==> src/rtl/sram_stream_reader_pkg.sv <==
// ============================================================================
// Module : sram_stream_reader_pkg
// Brief  : Shared widths and FSM encoding for the SRAM stream reader.
// Rev    : 1.0  initial release
// ============================================================================
`default_nettype none

package sram_stream_reader_pkg;

  // Default widths: address slice of the bank, SRAM output word, length counter
  localparam int DEF_ADDR_WIDTH = 12;
  localparam int DEF_DATA_WIDTH = 8;
  localparam int DEF_LEN_WIDTH  = 13;

  // Reader FSM states with fixed encodings
  typedef enum logic [1:0] {
    ST_IDLE  = 2'd0,
    ST_RUN   = 2'd1,
    ST_DRAIN = 2'd2,
    ST_DONE  = 2'd3
  } state_t;

endpackage : sram_stream_reader_pkg

`default_nettype wire

==> src/rtl/sram_stream_reader_if.sv <==
// ============================================================================
// Module : sram_stream_reader_if
// Brief  : Control, SRAM read port and output stream bundle of the reader.
//          master = reader side, slave = SRAM/controller/sink side.
// Rev    : 1.0  initial release
// ============================================================================
`default_nettype none

interface sram_stream_reader_if
  import sram_stream_reader_pkg::*;
#(
  parameter int ADDR_WIDTH = DEF_ADDR_WIDTH,
  parameter int DATA_WIDTH = DEF_DATA_WIDTH,
  parameter int LEN_WIDTH  = DEF_LEN_WIDTH
);

  // Transfer control
  logic                  start;
  logic [ADDR_WIDTH-1:0] base_addr;
  logic [ADDR_WIDTH-1:0] stride;
  logic [LEN_WIDTH-1:0]  len;
  logic                  busy;
  logic                  done;

  // SRAM read port
  logic                  sram_en;
  logic                  sram_we;
  logic [ADDR_WIDTH-1:0] sram_addr;
  logic [DATA_WIDTH-1:0] sram_rdata;

  // Output stream
  logic                  m_valid;
  logic                  m_ready;
  logic [DATA_WIDTH-1:0] m_data;
  logic                  m_last;

  modport master (
    input  start, base_addr, stride, len, sram_rdata, m_ready,
    output busy, done, sram_en, sram_we, sram_addr, m_valid, m_data, m_last
  );

  modport slave (
    output start, base_addr, stride, len, sram_rdata, m_ready,
    input  busy, done, sram_en, sram_we, sram_addr, m_valid, m_data, m_last
  );

endinterface : sram_stream_reader_if

`default_nettype wire

==> src/rtl/sram_rd_fifo.sv <==
// ============================================================================
// Module : sram_rd_fifo
// Brief  : 2-entry FIFO holding returned SRAM words plus their last tag.
//          Head is visible combinationally; push and pop may share a cycle.
// Rev    : 1.0  initial release
// ============================================================================
`default_nettype none

module sram_rd_fifo #(
  parameter int WIDTH = 9
) (
  input  wire              clk,
  input  wire              rst,
  input  wire              push,
  input  wire  [WIDTH-1:0] push_data,
  input  wire              pop,
  output logic [WIDTH-1:0] head,
  output logic             empty,
  output logic [1:0]       count
);

  logic [WIDTH-1:0] mem [2];
  logic             wr_ptr;
  logic             rd_ptr;

  // Storage, pointers and occupancy; storage is cleared so the head reads 0 after reset
  always_ff @(posedge clk) begin
    if (rst) begin
      mem[0] <= '0;
      mem[1] <= '0;
      wr_ptr <= 1'b0;
      rd_ptr <= 1'b0;
      count  <= 2'd0;
    end else begin
      if (push) begin
        mem[wr_ptr] <= push_data;
        wr_ptr      <= ~wr_ptr;
      end
      if (pop) begin
        rd_ptr <= ~rd_ptr;
      end
      count <= count + {1'b0, push} - {1'b0, pop};
    end
  end

  assign head  = mem[rd_ptr];
  assign empty = (count == 2'd0);

  // The issuer's credit check must never let a push land on a full FIFO
  a_no_overflow : assert property (@(posedge clk) disable iff (rst)
    !(push && !pop && count == 2'd2));

endmodule : sram_rd_fifo

`default_nettype wire

==> src/rtl/sram_stream_reader.sv <==
// ============================================================================
// Module : sram_stream_reader
// Brief  : Strided SRAM read initiator. Issues len reads from base by stride,
//          absorbs the 1-cycle read latency and streams words out on a
//          valid/ready port tagged with last.
// Rev    : 1.0  initial release
// ============================================================================
`default_nettype none

module sram_stream_reader
  import sram_stream_reader_pkg::*;
#(
  parameter int ADDR_WIDTH = DEF_ADDR_WIDTH,
  parameter int DATA_WIDTH = DEF_DATA_WIDTH,
  parameter int LEN_WIDTH  = DEF_LEN_WIDTH
) (
  input wire                   clk,
  input wire                   rst,
  sram_stream_reader_if.master bus
);

  state_t                state;
  logic [ADDR_WIDTH-1:0] addr;
  logic [ADDR_WIDTH-1:0] stride_q;
  logic [LEN_WIDTH-1:0]  remaining;
  logic                  inflight;
  logic                  inflight_last;
  logic                  busy_q;
  logic                  done_q;

  logic [DATA_WIDTH:0]   fifo_head;
  logic                  fifo_empty;
  logic [1:0]            fifo_count;
  logic                  pop;
  logic [2:0]            occupancy;
  logic                  issue;
  logic                  issue_last;
  logic                  head_last;

  // A word leaves when the head is valid and the sink accepts it
  assign pop = ~fifo_empty & bus.m_ready;

  // Words already owed to the FIFO (stored + in flight), net of this cycle's pop;
  // a new read is only issued while this stays below the FIFO depth
  assign occupancy  = {1'b0, fifo_count} + {2'b00, inflight} - {2'b00, pop};
  assign issue      = (state == ST_RUN) && (occupancy < 3'd2);
  assign issue_last = (remaining == LEN_WIDTH'(1));
  assign head_last  = fifo_head[DATA_WIDTH];

  // Control FSM with address/length counters and the read-latency tracker
  always_ff @(posedge clk) begin
    if (rst) begin
      state         <= ST_IDLE;
      addr          <= '0;
      stride_q      <= '0;
      remaining     <= '0;
      inflight      <= 1'b0;
      inflight_last <= 1'b0;
      busy_q        <= 1'b0;
      done_q        <= 1'b0;
    end else begin
      inflight      <= issue;
      inflight_last <= issue & issue_last;
      done_q        <= 1'b0;
      case (state)
        ST_IDLE: begin
          if (bus.start) begin
            addr      <= bus.base_addr;
            stride_q  <= bus.stride;
            remaining <= bus.len;
            if (bus.len == '0) begin
              state  <= ST_DONE;
              done_q <= 1'b1;
            end else begin
              state  <= ST_RUN;
              busy_q <= 1'b1;
            end
          end
        end
        ST_RUN: begin
          if (issue) begin
            addr      <= addr + stride_q;
            remaining <= remaining - LEN_WIDTH'(1);
            if (issue_last) begin
              state <= ST_DRAIN;
            end
          end
        end
        ST_DRAIN: begin
          if (pop && head_last) begin
            state  <= ST_DONE;
            busy_q <= 1'b0;
            done_q <= 1'b1;
          end
        end
        ST_DONE: begin
          state <= ST_IDLE;
        end
        default: begin
          state <= ST_IDLE;
        end
      endcase
    end
  end

  sram_rd_fifo #(
    .WIDTH (DATA_WIDTH + 1)
  ) u_fifo (
    .clk       (clk),
    .rst       (rst),
    .push      (inflight),
    .push_data ({inflight_last, bus.sram_rdata}),
    .pop       (pop),
    .head      (fifo_head),
    .empty     (fifo_empty),
    .count     (fifo_count)
  );

  assign bus.busy      = busy_q;
  assign bus.done      = done_q;
  assign bus.sram_en   = issue;
  assign bus.sram_we   = 1'b0;
  assign bus.sram_addr = addr;
  assign bus.m_valid   = ~fifo_empty;
  assign bus.m_data    = fifo_head[DATA_WIDTH-1:0];
  assign bus.m_last    = head_last;

endmodule : sram_stream_reader

`default_nettype wire

==> src/flat_wrapper.sv <==
// flat-port wrapper written by rule: the top's interface ports become plain ports
module sram_stream_reader_flat import sram_stream_reader_pkg::*;
#(
  parameter int ADDR_WIDTH = DEF_ADDR_WIDTH,
  parameter int DATA_WIDTH = DEF_DATA_WIDTH,
  parameter int LEN_WIDTH  = DEF_LEN_WIDTH
)
  (clk, rst, bus_start, bus_base_addr, bus_stride, bus_len, bus_sram_rdata, bus_m_ready, bus_busy, bus_done, bus_sram_en, bus_sram_we, bus_sram_addr, bus_m_valid, bus_m_data, bus_m_last);
  sram_stream_reader_if #(.ADDR_WIDTH(ADDR_WIDTH), .DATA_WIDTH(DATA_WIDTH), .LEN_WIDTH(LEN_WIDTH)) bus_i ();
  input wire clk;
  input wire rst;
  input wire logic [$bits(bus_i.start)-1:0] bus_start;
  input wire logic [$bits(bus_i.base_addr)-1:0] bus_base_addr;
  input wire logic [$bits(bus_i.stride)-1:0] bus_stride;
  input wire logic [$bits(bus_i.len)-1:0] bus_len;
  input wire logic [$bits(bus_i.sram_rdata)-1:0] bus_sram_rdata;
  input wire logic [$bits(bus_i.m_ready)-1:0] bus_m_ready;
  output wire logic [$bits(bus_i.busy)-1:0] bus_busy;
  output wire logic [$bits(bus_i.done)-1:0] bus_done;
  output wire logic [$bits(bus_i.sram_en)-1:0] bus_sram_en;
  output wire logic [$bits(bus_i.sram_we)-1:0] bus_sram_we;
  output wire logic [$bits(bus_i.sram_addr)-1:0] bus_sram_addr;
  output wire logic [$bits(bus_i.m_valid)-1:0] bus_m_valid;
  output wire logic [$bits(bus_i.m_data)-1:0] bus_m_data;
  output wire logic [$bits(bus_i.m_last)-1:0] bus_m_last;
  assign bus_i.start = bus_start;
  assign bus_i.base_addr = bus_base_addr;
  assign bus_i.stride = bus_stride;
  assign bus_i.len = bus_len;
  assign bus_i.sram_rdata = bus_sram_rdata;
  assign bus_i.m_ready = bus_m_ready;
  assign bus_busy = bus_i.busy;
  assign bus_done = bus_i.done;
  assign bus_sram_en = bus_i.sram_en;
  assign bus_sram_we = bus_i.sram_we;
  assign bus_sram_addr = bus_i.sram_addr;
  assign bus_m_valid = bus_i.m_valid;
  assign bus_m_data = bus_i.m_data;
  assign bus_m_last = bus_i.m_last;
  sram_stream_reader #(.ADDR_WIDTH(ADDR_WIDTH), .DATA_WIDTH(DATA_WIDTH), .LEN_WIDTH(LEN_WIDTH)) u_core (.clk(clk), .rst(rst), .bus(bus_i));
endmodule
==> config.mk <==
export PLATFORM = sky130hd
export DESIGN_NAME = sram_stream_reader_flat
export DESIGN_NICKNAME = d
export VERILOG_FILES = /design/src/rtl/sram_stream_reader_pkg.sv /design/src/rtl/sram_stream_reader_if.sv /design/src/rtl/sram_rd_fifo.sv /design/src/rtl/sram_stream_reader.sv /design/src/flat_wrapper.sv
export SDC_FILE = /design/constraint.sdc
export NUM_CORES = 1
export LEC_CHECK = 0
export ABC_AREA = 1
export BUFFER_PORTS_ARGS = -buffer_cell sky130_fd_sc_hd__buf_2
export CORE_MARGIN = 2
export CORE_UTILIZATION = 30
export CTS_CLUSTER_SIZE = 10
export DETAILED_ROUTE_END_ITERATION = 12
export MAX_ROUTING_LAYER = met4
export PLACE_DENSITY = 0.57
export SETUP_SLACK_MARGIN = 0.3
export SYNTH_ARGS = -nofsm -noshare
export SYNTH_HDL_FRONTEND = slang
export SYNTH_SLANG_ARGS = --single-unit
==> constraint.sdc <==
create_clock -name clk -period 3.28 [get_ports clk]
set_input_delay 0.656 -clock clk [delete_from_list [all_inputs] [get_ports clk]]
set_output_delay 0.656 -clock clk [all_outputs]
set_load 0.05 [all_outputs]
==> summary.md <==
| Metric | Value |
|---|---|
| Status | finished clean |
| Yosys cell types | 39 |
| Die X | 117 microns |
| Clock period minus worst slack | about 2900 ps |
| Static leakage power | roughly 2.2 nW |
| Skew-Pair Late Insertion Delay | 340 ps |
| Inst Count DP | approximately 760 |
| Die area | ~14,000 sq um |
| First-pass GRT wire length | 16,200 microns |
| Final worst slack | 379 ps |
| Async S/R FF share, synth | 0 |
| CTS sink count | 66 |
| Hold buffer count at cts | 0 |
| Hold path depth | 1 |
| Yosys warns | 0 |
| Worst R2R End | u_core.remaining[9] |
| Post-synth top flop | dfxtp_1 |
| End-of-flow core utilization | 0.371 |
| Global-route usage over all layers | 0.158 |
| Switching Share | 0.462 |
| Synth area leaders | dfxtp_1, edfxtp_1, nand2_1, nor2_1, inv_1 |
| Worst-case reg-to-reg path depth | 13 |
| Dpl ws | approximately 120 ps |
| CP Capture Type | output port |
| Seq cells post-synth | 66 |
| Largest net degree at the start of global routing | 32 |
| Hold crit path type | flip-flop to flip-flop |
| Detailed Routing Iterations Pass 1 | 5 |
| PwrDens | between 900 and 1000 nW/um^2 |
| Slew Limit Fails | 0 |
| Layout cells sized above 1 | 0.211 |
| Initial Utilization | 0.305 |
| Nature of the critical path startpoint | flip-flop |
| Top-area cell type share of the netlist area | 0.251 |
| Clock power frac | 0.211 |
| Worst R2R Setup Slack | 610 ps |
| GR Overflow Total | 0 |
| Max clock buf depth | 2 |
| CP Max Fanout | 4 |
| RSZ-0062 raised after global routing | no |
| Maximum VDD drop | 0.403 mV |
| DR WL/cell | about 13 microns |
| Worst Path Arrival | 2250 ps |
| Area growth from synthesis to layout | 21.7% |
| # DRC | 0 |
| Final WL | a little under 10,000 microns |
| Logic pwr share | 0.514 |
| Syn_area_per_cell | approximately 7.3 sq um |
| IO Pins | 75 |
| Sequential share of power | 0.275 |
| Post-layout instance count excluding filler cells | between 700 and 800 |
| Initial antenna violation count | 0 |
| Final Skew | about 8.3 ps |
| Core Area | around 13,000 sq um |
| Setup crit start | u_core.u_fifo.count[1] |
| Fin Setup TNS | 0 ps |
| Detailed-route vias per instance | between 4 and 5 |
| Post-route ant nets | 0 |
| Root buf cell | clkbuf_16 |
| Syn Std Cell Area | approximately 3800 sq um |
| Fmax achieved | around 0.34 GHz |
| H-tree depth | 3 |
| Net Count, Synth | 594 |
| Post-synth EDFFs | 18 |
| Vias in the first global route | around 3,500 |
| Number of core rows | between 40 and 50 |
| P_int | approximately 2.4 mW |
| CTS tree | built |
| Synth top cells by count | nand2_1, nor2_1, inv_1 |
| Hpwl dp | 7080 microns |
| Reg2reg start | u_core.u_fifo.count[1] |
| Required @ worst endpoint | ~2600 ps |
| Max cap viols | 0 |
| Worst relative slew slack | 0.629 |
| Final period util | 0.885 |
| Hold Slack | between 400 and 500 ps |
| Crit path to | bus_sram_en |
| Hold Vio Cnt, Final | 0 |
| TritonCTS Buffers | 9 |
| Syn Inst Count | approximately 530 |
| DRT iter0 DRCs | around 110 |
| Gpl congestion | ~0.85 |
| Final setup violation count | 0 |
| P_sw | 2.06 mW |
| # fillers | around 1,400 |
| Via count | ~3,500 |
| Crit Path Category | flip-flop to output port |
| Clk pin slew, worst setup/hold paths | roughly 50 ps |
| PortBufs | 73 |
| Yosys top cell by area | dfxtp_1 |
| Post-synthesis sequential area ratio | 0.392 |
| # nets final | approximately 670 |
| Worst Tran Pin Value | 555 ps |
| Die Y | ~120 microns |
| Diode count | 0 |
[cells by family after synthesis]
group	count (synthesis)	share of synthesized area
AO/OA/AOI/OAI	93	0.136
other	1	0.000978
buffers and inverters	89	0.0986
XOR/XNOR	7	0.0160
AND/OR/NAND/NOR	241	0.263
flip-flops	66	0.392
multiplexers	8	0.0235
adder cells (fa/ha/maj)	20	0.0692
[critical path: stages, from the launching register on]
cell and delay [ps]:
dfxtp_2 340, o21a_2 220, ha_1 280, inv_1 40, ha_1 180, fa_1 450
inv_2 90, nand3_4 80, nor2_4 90, buf_6 160
[layer usage]
metal	track usage	share of wire	vias to the layer above
met5	-	0	-
li1	-	-	1844
met2	0.256	0.47	87
met1	0.193	0.47	1605
met3	0.0407	0.051	13
met4	0.0557	0.014	0
[timing repair]
action | CTS | global route
setup buffers | 0 | 1
setup endpoints to repair | 1 | 1
resized for setup | 6 | 0
[power groups by stage]
stage / clock [mW] / sequential, mW / combinational, mW
6_report: 0.942 / 1.23 / 2.29
5_1_grt: 1.00 / 1.26 / 2.59
4_1_cts: 0.965 / 1.23 / 2.29
3_5_place_dp: 0 / 1.24 / 2.23
3_3_place_gp: 0 / 1.24 / 2.19
2_1_floorplan: 0 / 1.38 / 1.65
[cell usage in the layout, fill, tap and decap left out, drive strengths merged]
| cell type | netlist | layout |
|---|---|---|
| o21a | 1 | 1 |
| nor4 | 3 | 3 |
| bufinv | 0 | 1 |
| dfxtp | 48 | 48 |
| a21oi | 42 | 42 |
| nand4 | 6 | 6 |
| nor2 | 96 | 96 |
| nor3 | 6 | 6 |
| clkinv | 0 | 2 |
| nand2 | 97 | 97 |
| ha | 18 | 18 |
| buf | 10 | 80 |
| fa | 2 | 2 |
| a21o | 1 | 1 |
| o21ai | 39 | 39 |
| conb | 1 | 1 |
| edfxtp | 18 | 18 |
| inv | 69 | 69 |
| xor2 | 5 | 5 |
| a211oi | 5 | 5 |
| clkbuf | 10 | 11 |
| o22ai | 1 | 1 |
| a31oi | 4 | 4 |
| nand3b | 1 | 1 |
| xnor2 | 2 | 2 |
| clkinvlp | 0 | 2 |
| or2 | 3 | 3 |
| nand3 | 29 | 29 |
| mux2 | 8 | 8 |
[state kept, by name (all words and copies together) (netlist names), named ones only]
register              cells
u_core.u_fifo.count       2
u_core.stride_q          12
u_core.bus.sram_addr     12
u_core.inflight           1
u_core.bus.busy           1
u_core.remaining         13
u_core.u_fifo.rd_ptr      1
u_core.u_fifo.wr_ptr      1
u_core.state              2
u_core.bus.done           1
u_core.inflight_last      1
u_core.u_fifo.mem        18
[through the flow]
| stage | power, mW | area [sq um] |
|---|---|---|
| after floorplan | 3.02 | 3840 |
| after global placement | 3.43 | 4350 |
| after detailed placement | 3.47 | 4350 |
| after global routing | 4.85 | 4660 |
| after CTS | 4.48 | 4660 |
| final | 4.46 | 4660 |
[final cells by class]
class                           count  area [sq um]  share of cell area
Sequential cell                    66          1500               0.322
Timing Repair Buffer               80           424              0.0909
Tap cell                          172           215              0.0461
Clock inverter                      5          55.1              0.0118
Multi-Input combinational cell    370          1970               0.423
Inverter                           69           262              0.0561
Clock buffer                       11           233              0.0499
[worst min-delay path by stage]
| stage | from | endpoint |
|---|---|---|
| after floorplan | u_core.u_fifo.rd_ptr | flip-flop |
| after global placement | u_core.u_fifo.rd_ptr | u_core.u_fifo.rd_ptr |
| after detailed placement | u_core.u_fifo.rd_ptr | flip-flop |
| after CTS | u_core.u_fifo.rd_ptr | flip-flop |
| after global routing | u_core.remaining[12] | u_core.remaining[12] |
| final | u_core.u_fifo.rd_ptr | flip-flop |
No activity file was read; power rests on OpenSTA's default activity.
